`src/rtl/btn_conditioner.sv`:
```
`default_nettype none
// ============================================================================
// Module   : btn_conditioner
// Brief    : Synchronises and debounces the set/check buttons and switch bus,
//            emitting one-cycle release pulses with a captured switch value.
//            Optional switch-bus debouncer enabled by defining SW_STABLE_EN.
// Revision : 1.0 - initial release
// ============================================================================
module btn_conditioner #(
   parameter int DEBOUNCE_CYCLES = 1000,
   parameter int CNT_W           = 16
) (
   input  logic       clk,
   input  logic       rst_n,
   input  logic       set_btn_in,
   input  logic       check_btn_in,
   input  logic [6:0] sw_in,
   output logic       set_pulse,
   output logic       check_pulse,
   output logic [6:0] sw_value,
   output logic       conflict,
   output logic       busy
);

   localparam logic [1:0] IDLE_UP   = 2'd0;
   localparam logic [1:0] WAIT_DOWN = 2'd1;
   localparam logic [1:0] HELD      = 2'd2;
   localparam logic [1:0] WAIT_UP   = 2'd3;

   localparam logic [CNT_W-1:0] c_cnt_max = CNT_W'(DEBOUNCE_CYCLES - 1);
   localparam logic [CNT_W-1:0] c_cnt_one = CNT_W'(1);

   // Bit 0 carries the set button, bit 1 the check button.
   logic [1:0] r_btn_meta;
   logic [1:0] r_btn_s;
   logic [6:0] r_sw_meta;
   logic [6:0] r_sw_s;

   logic [1:0] w_release;
   logic [1:0] w_btn_busy;
   logic [6:0] w_sw_src;
   logic       w_sw_busy;

   logic       r_set_pulse;
   logic       r_check_pulse;
   logic       r_conflict;
   logic [6:0] r_sw_value;

   always_ff @(posedge clk or negedge rst_n) begin
      if (!rst_n) begin
         r_btn_meta <= 2'b00;
         r_btn_s    <= 2'b00;
         r_sw_meta  <= 7'd0;
         r_sw_s     <= 7'd0;
      end else begin
         r_btn_meta <= {check_btn_in, set_btn_in};
         r_btn_s    <= r_btn_meta;
         r_sw_meta  <= sw_in;
         r_sw_s     <= r_sw_meta;
      end
   end

   for (genvar gi = 0; gi < 2; gi++) begin : g_btn
      logic [1:0]       r_state;
      logic [CNT_W-1:0] r_cnt;

      always_ff @(posedge clk or negedge rst_n) begin
         if (!rst_n) begin
            r_state <= IDLE_UP;
            r_cnt   <= '0;
         end else begin
            case (r_state)
               IDLE_UP: begin
                  if (r_btn_s[gi]) begin
                     r_state <= WAIT_DOWN;
                     r_cnt   <= c_cnt_one;
                  end else begin
                     r_cnt   <= '0;
                  end
               end
               WAIT_DOWN: begin
                  if (!r_btn_s[gi]) begin
                     r_state <= IDLE_UP;
                     r_cnt   <= '0;
                  end else if (r_cnt == c_cnt_max) begin
                     r_state <= HELD;
                     r_cnt   <= '0;
                  end else begin
                     r_cnt   <= r_cnt + c_cnt_one;
                  end
               end
               HELD: begin
                  if (!r_btn_s[gi]) begin
                     r_state <= WAIT_UP;
                     r_cnt   <= c_cnt_one;
                  end
               end
               WAIT_UP: begin
                  if (r_btn_s[gi]) begin
                     r_state <= HELD;
                     r_cnt   <= '0;
                  end else if (r_cnt == c_cnt_max) begin
                     r_state <= IDLE_UP;
                     r_cnt   <= '0;
                  end else begin
                     r_cnt   <= r_cnt + c_cnt_one;
                  end
               end
            endcase
         end
      end

      // Release is decoded from the same condition that returns the FSM to IDLE_UP.
      assign w_release[gi]  = (r_state == WAIT_UP) && !r_btn_s[gi] && (r_cnt == c_cnt_max);
      assign w_btn_busy[gi] = (r_state != IDLE_UP) || (r_cnt != '0);
   end

`ifdef SW_STABLE_EN
   logic [6:0]       r_sw_last;
   logic [6:0]       r_sw_stable;
   logic [CNT_W-1:0] r_sw_cnt;

   // The counter only runs while a changed value is pending and unchanged.
   always_ff @(posedge clk or negedge rst_n) begin
      if (!rst_n) begin
         r_sw_last   <= 7'd0;
         r_sw_stable <= 7'd0;
         r_sw_cnt    <= '0;
      end else begin
         r_sw_last <= r_sw_s;
         if (r_sw_s != r_sw_last || r_sw_s == r_sw_stable) begin
            r_sw_cnt <= '0;
         end else if (r_sw_cnt == c_cnt_max) begin
            r_sw_stable <= r_sw_s;
            r_sw_cnt    <= '0;
         end else begin
            r_sw_cnt <= r_sw_cnt + c_cnt_one;
         end
      end
   end

   assign w_sw_src  = r_sw_stable;
   assign w_sw_busy = (r_sw_cnt != '0);
`else
   assign w_sw_src  = r_sw_s;
   assign w_sw_busy = 1'b0;
`endif

   always_ff @(posedge clk or negedge rst_n) begin
      if (!rst_n) begin
         r_set_pulse   <= 1'b0;
         r_check_pulse <= 1'b0;
         r_conflict    <= 1'b0;
         r_sw_value    <= 7'd0;
      end else begin
         r_check_pulse <= w_release[1];
         r_set_pulse   <= w_release[0] & ~w_release[1];
         r_conflict    <= &w_release;
         if (|w_release) begin
            r_sw_value <= w_sw_src;
         end
      end
   end

   assign set_pulse   = r_set_pulse;
   assign check_pulse = r_check_pulse;
   assign conflict    = r_conflict;
   assign sw_value    = r_sw_value;
   assign busy        = (|w_btn_busy) | w_sw_busy;

endmodule
`default_nettype wire
```
`config.mk`:
```
export PLATFORM = sky130hd
export DESIGN_NAME = btn_conditioner
export DESIGN_NICKNAME = d
export VERILOG_FILES = /design/src/rtl/btn_conditioner.sv
export SDC_FILE = /design/constraint.sdc
export NUM_CORES = 1
export LEC_CHECK = 0
export BUFFER_PORTS_ARGS = -buffer_cell sky130_fd_sc_hd__buf_4
export CAP_MARGIN = 10
export CORE_UTILIZATION = 55
export DETAILED_ROUTE_END_ITERATION = 6
export GPL_TIMING_DRIVEN = 0
export PLACE_DENSITY = 0.84
export SLEW_MARGIN = 10
export SYNTH_ARGS = -nofsm -noshare
export SYNTH_HDL_FRONTEND = slang
export SYNTH_SLANG_ARGS = --single-unit
```
`constraint.sdc`:
```
create_clock -name clk -period 2.18 [get_ports clk]
set_input_delay 0.654 -clock clk [delete_from_list [all_inputs] [get_ports clk]]
set_output_delay 0.654 -clock clk [all_outputs]
set_load 0.02 [all_outputs]
```
==> metrics.txt, run 1 <==
# TYPE chip_impl_metric gauge
chip_impl_info{name="result_of_the_run",value="finished with violations"} 1
chip_impl_info{name="violations",value="setup timing"} 1
chip_impl_metric{name="area_growth_syn_to_layout",unit="%"} 25.8
chip_impl_metric{name="cell_internal_pwr",unit="W"} 0.00206
chip_impl_metric{name="cts_max_path_buffers",unit=""} 2
chip_impl_metric{name="core_area",unit="sq mm"} 0.00520
chip_impl_metric{name="route.final.wire_length",unit="mm"} 7.78
chip_impl_info{name="min-delay-path-class",value="reg -> reg"} 1
chip_impl_metric{name="io_pins",unit=""} 22
chip_impl_info{name="synth.most_common_cell",value="dfrtp_1"} 1
chip_impl_metric{name="post-route-util",unit=""} 0.731
chip_impl_metric{name="floorplan.die_area",unit="sq mm"} 0.00579
chip_impl_metric{name="post_dp_hpwl",unit="mm"} 3.93
chip_impl_info{name="crit_path_cell_trace",value="nor4_2, nand4_1, nor2_1, nand3_1, buf_6"} 1
chip_impl_metric{name="critical_path_depth",unit=""} 5
chip_impl_info{name="crit_path_top_delay_cell",value="dfrtp_1"} 1
chip_impl_metric{name="postCtsHoldBufs",unit=""} 0
chip_impl_metric{name="clock_buffer_count_from_cts",unit=""} 9
chip_impl_metric{name="yosys.area_share.adder",unit=""} 0.0166
chip_impl_metric{name="initial_core_util",unit=""} 0.581
chip_impl_metric{name="finalClockSkew",unit="ps"} 10.2
chip_impl_metric{name="final.hold.worst_slack",unit="ps"} 351
chip_impl_metric{name="post-route-drc-count",unit=""} 0
chip_impl_metric{name="number_of_global_route_vias_before_repair",unit=""} 2433
chip_impl_metric{name="power-per-cell-area",unit="mW/mm^2"} 697
chip_impl_metric{name="critPathMaxStageDelay",unit="ps"} 460
chip_impl_metric{name="power_switching_share",unit=""} 0.221
chip_impl_info{name="worstSetupPathType",value="reg -> out"} 1
chip_impl_metric{name="fraction_of_layout_cells_with_a_size_suffix_above_1",unit=""} 0.296
chip_impl_metric{name="power.ir.vdd_worst",unit="V"} 0.000710
chip_impl_metric{name="final-hold-violation-count",unit=""} 0
chip_impl_metric{name="synth_seq_area_share",unit=""} 0.530
chip_impl_metric{name="clk_latency",unit="ps"} 350
chip_impl_metric{name="detailroute.via_count",unit=""} 2630
chip_impl_metric{name="fin_crit_sh",unit=""} 1.10
chip_impl_metric{name="route.detailed.wl_per_inst",unit="microns"} 18.7
chip_impl_metric{name="slew_violations",unit=""} 0
chip_impl_metric{name="tightest_slew",unit="ps"} 852
chip_impl_metric{name="postSynthNetCount",unit=""} 304
chip_impl_metric{name="muxShareOfSynthArea",unit=""} 0.0335
chip_impl_metric{name="insertedDiodeCount",unit=""} 0
chip_impl_info{name="crit_path_end_kind",value="primary output"} 1
chip_impl_metric{name="cell_depth_of_the_worst_flop_to_flop_path",unit=""} 8
chip_impl_metric{name="netlist.area_leader.share",unit=""} 0.530
chip_impl_metric{name="cp_max_fo",unit=""} 6
chip_impl_metric{name="postLayoutSetupSlackWorst",unit="ps"} -215
chip_impl_metric{name="placement_rows",unit=""} 26
chip_impl_info{name="rsz0062_at_grt",value="yes"} 1
chip_impl_metric{name="synth_seq_cells",unit=""} 64
chip_impl_info{name="prevailing_post_synth_register_cell",value="dfrtp_1"} 1
chip_impl_metric{name="power.sequential.fraction",unit=""} 0.461
chip_impl_metric{name="power.switching",unit="W"} 0.000585
chip_impl_metric{name="die_h",unit="microns"} 76.1
chip_impl_metric{name="layout.nets",unit=""} 355
chip_impl_metric{name="layout.filler_cells",unit=""} 314
chip_impl_info{name="synth_common_cells",value="dfrtp_1, nor2_1, nand3_1"} 1
chip_impl_metric{name="gp_congestion",unit=""} 0.838
chip_impl_metric{name="finalCriticalPeriod",unit="ps"} 2400
chip_impl_metric{name="port_buffers",unit=""} 21
chip_impl_metric{name="h-tree-depth",unit=""} 3
chip_impl_metric{name="drt-pass1-iter-count",unit=""} 5
chip_impl_metric{name="max_slew_margin_vs_limit",unit=""} 0.432
chip_impl_info{name="cts_tree",value="done"} 1
chip_impl_metric{name="cp_data_arrival_time",unit="ps"} 1740
chip_impl_metric{name="fraction_of_registers_with_async_set_reset",unit=""} 1.00
chip_impl_metric{name="grt_overflow_total",unit=""} 0
chip_impl_metric{name="synth.yosys.warnings",unit=""} 0
chip_impl_info{name="cts-root-buf",value="clkbuf_8"} 1
chip_impl_info{name="worstSetupStartpointType",value="register"} 1
chip_impl_metric{name="fmax",unit="MHz"} 417
chip_impl_metric{name="synth_enable_flop_cells",unit=""} 0
chip_impl_metric{name="grt_first_pass_wirelength",unit="mm"} 11.1
chip_impl_metric{name="clkSlewWorstSetupHoldPaths",unit="ps"} 70
chip_impl_metric{name="pwr-share-clk",unit=""} 0.487
chip_impl_metric{name="ant_nets",unit=""} 0
chip_impl_metric{name="power.total",unit="W"} 0.00265
chip_impl_metric{name="synth-compound-area-share",unit=""} 0.0874
chip_impl_metric{name="final-setup-viol-count",unit=""} 1
chip_impl_metric{name="antenna_violations_before_repair",unit=""} 0
chip_impl_metric{name="clkSinkCount",unit=""} 64
chip_impl_metric{name="synthesized_area",unit="sq mm"} 0.00302
chip_impl_metric{name="simple_gate_fraction_of_synth_area",unit=""} 0.251
chip_impl_metric{name="synth_xor_area_frac",unit=""} 0.0435
chip_impl_metric{name="vias_per_inst",unit=""} 6.34
chip_impl_info{name="synth.top_cells.by_area",value="dfrtp_1, mux2_2, nand3_1, nor2_1, nand4_1"} 1
chip_impl_metric{name="critical_path_required",unit="ps"} 1530
chip_impl_info{name="critPathTopFamily",value="simple AND/OR/NAND/NOR gates"} 1
chip_impl_metric{name="drtIter0Drc",unit=""} 413
chip_impl_info{name="synth_top_family_by_area",value="simple AND/OR/NAND/NOR gates"} 1
chip_impl_metric{name="share_of_total_power_in_combinational_logic",unit=""} 0.052
chip_impl_info{name="netlist.top_cell.by_area",value="dfrtp_1"} 1
chip_impl_metric{name="maxCapViolCount",unit=""} 0
chip_impl_metric{name="die_width",unit="microns"} 76.1
chip_impl_metric{name="min_path_cells",unit=""} 0
chip_impl_metric{name="synth.distinct_cells",unit=""} 40
chip_impl_metric{name="gr-usage-all-layers",unit=""} 0.249
chip_impl_metric{name="critPathBufInv",unit=""} 1
chip_impl_metric{name="power.static_leakage",unit="nW"} 1.62
chip_impl_metric{name="largest_net_degree_at_the_start_of_global_routing",unit=""} 65
chip_impl_metric{name="synthesis.instances",unit=""} 289
chip_impl_metric{name="postSynthAreaPerCell",unit="sq um"} 10.5
## worst reg2reg max path: stages, from the launching register on
cell	delay [ps]
dfrtp_2	380
buf_4	110
buf_4	130
ha_1	240
and4_1	230
nand4_1	240
o32ai_4	220
buf_12	160
mux2_2	330
## metal layers
metal	track usage	share of wire	vias up
met3	0.0683	0.082	39
met4	0.144	0.034	0
met1	0.317	0.40	1247
met5	0	0	-
met2	0.383	0.49	184
li1	-	-	1160
## flip-flops by register name (all words and copies together) (netlist names), named ones only
name / flops
check_pulse: 1
conflict: 1
g_btn.r_cnt: 32
g_btn.r_state: 2
r_btn_meta: 2
r_btn_s: 2
r_sw_meta: 7
r_sw_s: 7
set_pulse: 1
sw_value: 7
## repair_timing
item / CTS / global route
buffers inserted: 8 / 12
setup endpoints to repair: 8 / 8
resized for setup: 12 / 18
pin swaps: 5 / 10
## power groups by stage
stage | registers (W) | clock network (W) | logic [W]
2_1_floorplan | 0.00124 | 0 | 0.0000498
3_3_place_gp | 0.00124 | 0 | 0.0000956
3_5_place_dp | 0.00125 | 0 | 0.0000987
4_1_cts | 0.00122 | 0.00128 | 0.000115
5_1_grt | 0.00122 | 0.00134 | 0.000149
6_report | 0.00122 | 0.00129 | 0.000137
## layout by cell type, fill, tap and decap left out, types with 6 or more instances in the layout
cell type / n
a21oi_1: 11
a31oi_1: 10
and4_1: 6
buf_4: 39
clkbuf_1: 6
clkbuf_8: 10
dfrtp_1: 57
dfrtp_2: 7
inv_1: 7
mux2_2: 9
nand2_1: 16
nand3_1: 20
nand4_1: 12
nor2_1: 25
nor4_1: 7
o21ai_0: 11
or3_1: 6
xnor2_1: 8
xor2_1: 7
## area by class of cell
type,count,area (sq um),area share
multi-input cells,200,1410,0.371
plain buffers,13,76.3,0.0201
inverters,11,41.3,0.0109
clock buffers,10,138,0.0362
clock inverters,6,115,0.0303
well taps,70,87.6,0.0230
repair buffers,41,324,0.0852
flip-flops and latches,64,1610,0.423
## logic make-up after synthesis
kind of cell,after synthesis
AO/OA/AOI/OAI,41
XOR/XNOR,15
adder cells (fa/ha/maj),4
buffers and inverters,25
flip-flops,64
multiplexers,9
AND/OR/NAND/NOR,131
## stage by stage
step / instance area, sq um / setup TNS, ps / cells / setup WS [ps]
finish: 3800 / -215 / 415 / -215
global placement: 3270 / -861 / 380 / -124
global route: 3800 / -826 / 415 / -340
CTS: 3640 / -166 / 403 / -166
floorplan: 3020 / 0 / 289 / 271
detailed placement: 3270 / -1200 / 380 / -175
## final timing paths
kind | from | endpoint | slack [ps]
max | g_btn[1].r_cnt[5]$_DFFE_PN0P_ | busy | -220
min | r_sw_meta[6]$_DFF_PN0_ | r_sw_s[6]$_DFF_PN0_ | 350
max reg2reg | g_btn[1].r_cnt[0]$_DFFE_PN0P_ | sw_value[6]$_DFFE_PN0P_ | 10
min reg2reg | r_sw_meta[6]$_DFF_PN0_ | r_sw_s[6]$_DFF_PN0_ | 350
max in group asynchronous | rst_n | g_btn[1].r_cnt[8]$_DFFE_PN0P_ | 1240
min in group asynchronous | rst_n | r_sw_meta[0]$_DFF_PN0_ | 390
Power figures use the tool's default switching activity.
==> run 2: changes to the inputs <==
--- a/config.mk
+++ b/config.mk
@@ -7,10 +7,10 @@
 export LEC_CHECK = 0
 export BUFFER_PORTS_ARGS = -buffer_cell sky130_fd_sc_hd__buf_4
 export CAP_MARGIN = 10
-export CORE_UTILIZATION = 55
+export CORE_UTILIZATION = 54
 export DETAILED_ROUTE_END_ITERATION = 6
 export GPL_TIMING_DRIVEN = 0
-export PLACE_DENSITY = 0.84
+export PLACE_DENSITY = 0.86
 export SLEW_MARGIN = 10
 export SYNTH_ARGS = -nofsm -noshare
 export SYNTH_HDL_FRONTEND = slang
==> constraint.sdc (replaced) <==
create_clock -name clk -period 2.1 [get_ports clk]
set_input_delay 0.63 -clock clk [delete_from_list [all_inputs] [get_ports clk]]
set_output_delay 0.63 -clock clk [all_outputs]
set_load 0.02 [all_outputs]
==> metrics.txt, run 2 (same netlist as run 1, synthesis figures left out) <==
# TYPE chip_impl_metric gauge
chip_impl_info{name="result_of_the_run",value="finished with violations"} 1
chip_impl_info{name="violations",value="setup timing"} 1
chip_impl_metric{name="final-hold-violation-count",unit=""} 0
chip_impl_metric{name="slew_violations",unit=""} 0
chip_impl_metric{name="die_width",unit="microns"} 76.8
chip_impl_metric{name="route.final.wire_length",unit="mm"} 7.33
chip_impl_metric{name="power.ir.vdd_worst",unit="V"} 0.000708
chip_impl_info{name="crit_path_end_kind",value="primary output"} 1
chip_impl_metric{name="grt_first_pass_wirelength",unit="mm"} 11.2
chip_impl_metric{name="critPathMaxStageDelay",unit="ps"} 440
chip_impl_metric{name="postLayoutCellArea",unit="sq mm"} 0.00374
chip_impl_metric{name="post_dp_hpwl",unit="mm"} 3.97
chip_impl_info{name="layout_common_cells",value="dfrtp_1, buf_4, nor2_1"} 1
chip_impl_metric{name="area_growth_syn_to_layout",unit="%"} 23.9
chip_impl_metric{name="initial_core_util",unit=""} 0.577
chip_impl_metric{name="clkSinkCount",unit=""} 64
chip_impl_metric{name="finalCriticalPeriod",unit="ps"} 2340
chip_impl_metric{name="floorplan.die_area",unit="sq mm"} 0.00590
chip_impl_metric{name="insertedDiodeCount",unit=""} 0
chip_impl_metric{name="post-route-util",unit=""} 0.715
chip_impl_info{name="worstReg2RegEnd",value="sw_value[1]$_DFFE_PN0P_"} 1
chip_impl_metric{name="placed_cells_incl_taps",unit=""} 380
chip_impl_metric{name="clkSlewWorstSetupHoldPaths",unit="ps"} 80
chip_impl_info{name="cts_tree",value="done"} 1
chip_impl_metric{name="detailroute.via_count",unit=""} 2597
chip_impl_metric{name="drtIter0Drc",unit=""} 348
chip_impl_info{name="rsz0062_at_grt",value="yes"} 1
chip_impl_metric{name="largest_register_ff_count",unit=""} 32
chip_impl_info{name="critPathTopFamily",value="simple AND/OR/NAND/NOR gates"} 1
chip_impl_metric{name="critPathBufInv",unit=""} 1
chip_impl_metric{name="gr-usage-all-layers",unit=""} 0.248
chip_impl_metric{name="finalClockSkew",unit="ps"} 13.2
chip_impl_metric{name="fraction_of_layout_cells_with_a_size_suffix_above_1",unit=""} 0.277
chip_impl_metric{name="cell_depth_of_the_worst_flop_to_flop_path",unit=""} 6
chip_impl_metric{name="power.static_leakage",unit="nW"} 1.59
chip_impl_metric{name="number_of_global_route_vias_before_repair",unit=""} 2418
chip_impl_metric{name="fmax",unit="MHz"} 427
chip_impl_metric{name="core_area",unit="sq mm"} 0.00524
chip_impl_metric{name="fin_crit_sh",unit=""} 1.12
chip_impl_metric{name="largest_net_degree_at_the_start_of_global_routing",unit=""} 65
chip_impl_metric{name="power.total",unit="W"} 0.00258
chip_impl_metric{name="fin_cells",unit=""} 409
chip_impl_metric{name="post-route-drc-count",unit=""} 0
chip_impl_metric{name="clock_buffer_count_from_cts",unit=""} 9
chip_impl_metric{name="max_slew_margin_vs_limit",unit=""} 0.492
chip_impl_metric{name="final-setup-viol-count",unit=""} 1
chip_impl_metric{name="power-per-cell-area",unit="mW/mm^2"} 689
chip_impl_metric{name="route.detailed.wl_per_inst",unit="microns"} 17.9
chip_impl_metric{name="critical_path_required",unit="ps"} 1470
chip_impl_metric{name="gp_congestion",unit=""} 0.863
chip_impl_metric{name="setup_tns",unit="ps"} -244
chip_impl_metric{name="ant_nets",unit=""} 0
chip_impl_metric{name="h-tree-depth",unit=""} 3
chip_impl_info{name="most_common_cell_after_layout_fill_and_taps_aside",value="dfrtp_1"} 1
chip_impl_metric{name="placement.cell_area",unit="sq mm"} 0.00327
chip_impl_metric{name="postCtsHoldBufs",unit=""} 0
chip_impl_info{name="worstSetupStartpointType",value="register"} 1
chip_impl_metric{name="tightest_slew",unit="ps"} 761
chip_impl_info{name="worstSetupPathType",value="reg -> out"} 1
chip_impl_metric{name="grt_overflow_total",unit=""} 0
chip_impl_metric{name="antenna_violations_before_repair",unit=""} 0
chip_impl_info{name="crit_path_top_delay_cell",value="dfrtp_1"} 1
chip_impl_metric{name="layout.nets",unit=""} 349
chip_impl_info{name="min-delay-path-class",value="in -> async"} 1
chip_impl_metric{name="port_buffers",unit=""} 21
chip_impl_info{name="critical_path.most_common_cell",value="nand3_1"} 1
chip_impl_metric{name="cp_data_arrival_time",unit="ps"} 1710
chip_impl_metric{name="die_h",unit="microns"} 76.8
chip_impl_metric{name="vias_per_inst",unit=""} 6.35
chip_impl_metric{name="r2r_slack",unit="ps"} 100
chip_impl_metric{name="placement_rows",unit=""} 26
chip_impl_metric{name="cts_max_path_buffers",unit=""} 2
chip_impl_info{name="reg2reg_from",value="g_btn[0].r_cnt[3]$_DFFE_PN0P_"} 1
chip_impl_info{name="regMostFlops",value="g_btn.r_cnt"} 1
chip_impl_metric{name="io_pins",unit=""} 22
chip_impl_info{name="cts-root-buf",value="clkbuf_8"} 1
chip_impl_metric{name="cp_max_fo",unit=""} 5
chip_impl_metric{name="clk_latency",unit="ps"} 350
chip_impl_info{name="crit_path_cell_trace",value="nor4_2, nand3_1, nor2_2, nand3_1, buf_6"} 1
chip_impl_metric{name="maxCapViolCount",unit=""} 0
chip_impl_metric{name="postLayoutSetupSlackWorst",unit="ps"} -244
chip_impl_metric{name="drt-pass1-iter-count",unit=""} 5
run 2: changes by cell type in the layout (fill, tap and decap cells not counted), moves of 2 or more:
cell | before | now
buf_4 | 39 | 35
buf_6 | 4 | 6
clkbuf_1 | 6 | 4
inv_1 | 7 | 10
inv_2 | 4 | 1
run 2: repair_timing:
action / 4_1_cts / 5_1_grt
gates resized for setup: 10 / 21
setup buffers: 10 / 7
pin swaps: 8 / 7
endpoints found under the setup margin: 8 / 18
run 2: worst max-delay path by stage:
stage	from	end	slack, ps	cells past startpoint
finish	g_btn[0].r_cnt[7]$_DFFE_PN0P_	busy	-240	5
global route	g_btn[0].r_cnt[7]$_DFFE_PN0P_	busy	-350	5
CTS	g_btn[0].r_cnt[15]$_DFFE_PN0P_	busy	-210	5
detailed placement	g_btn[0].r_cnt[12]$_DFFE_PN0P_	sw_value[2]$_DFFE_PN0P_	-230	4
global placement	g_btn[0].r_cnt[12]$_DFFE_PN0P_	sw_value[5]$_DFFE_PN0P_	-180	4
floorplan	g_btn[0].r_cnt[12]$_DFFE_PN0P_	sw_value[0]$_DFFE_PN0P_	190	4
run 2: final cells by class:
cell class	instances	area [sq um]
buffer	10	65.1
clock buffer	10	128
clock inverter	6	92.6
fill	290	1500
inverter	11	41.3
multi-input combinational	200	1420
sequential	64	1610
tap	70	87.6
timing repair buffer	38	297
run 2: power by group:
| part | total [W] | switching [W] | internal [W] |
|---|---|---|---|
| sequential | 0.00127 | 0.0000126 | 0.00126 |
| clock | 0.00118 | 0.000507 | 0.000674 |
| combinational | 0.000129 | 0.0000760 | 0.0000527 |
run 2: stage by stage:
step	worst slack [ps]	hold slack (ps)
2_1_floorplan	191	331
3_3_place_gp	-179	331
3_5_place_dp	-231	335
4_1_cts	-212	351
5_1_grt	-351	360
6_report	-244	347
run 2: per-layer routing:
metal	vias up	share of wire	GRT usage
met5	-	0	0
met4	0	0.031	0.108
met3	29	0.073	0.0548
met2	151	0.49	0.392
met1	1273	0.41	0.329
li1	1144	-	-
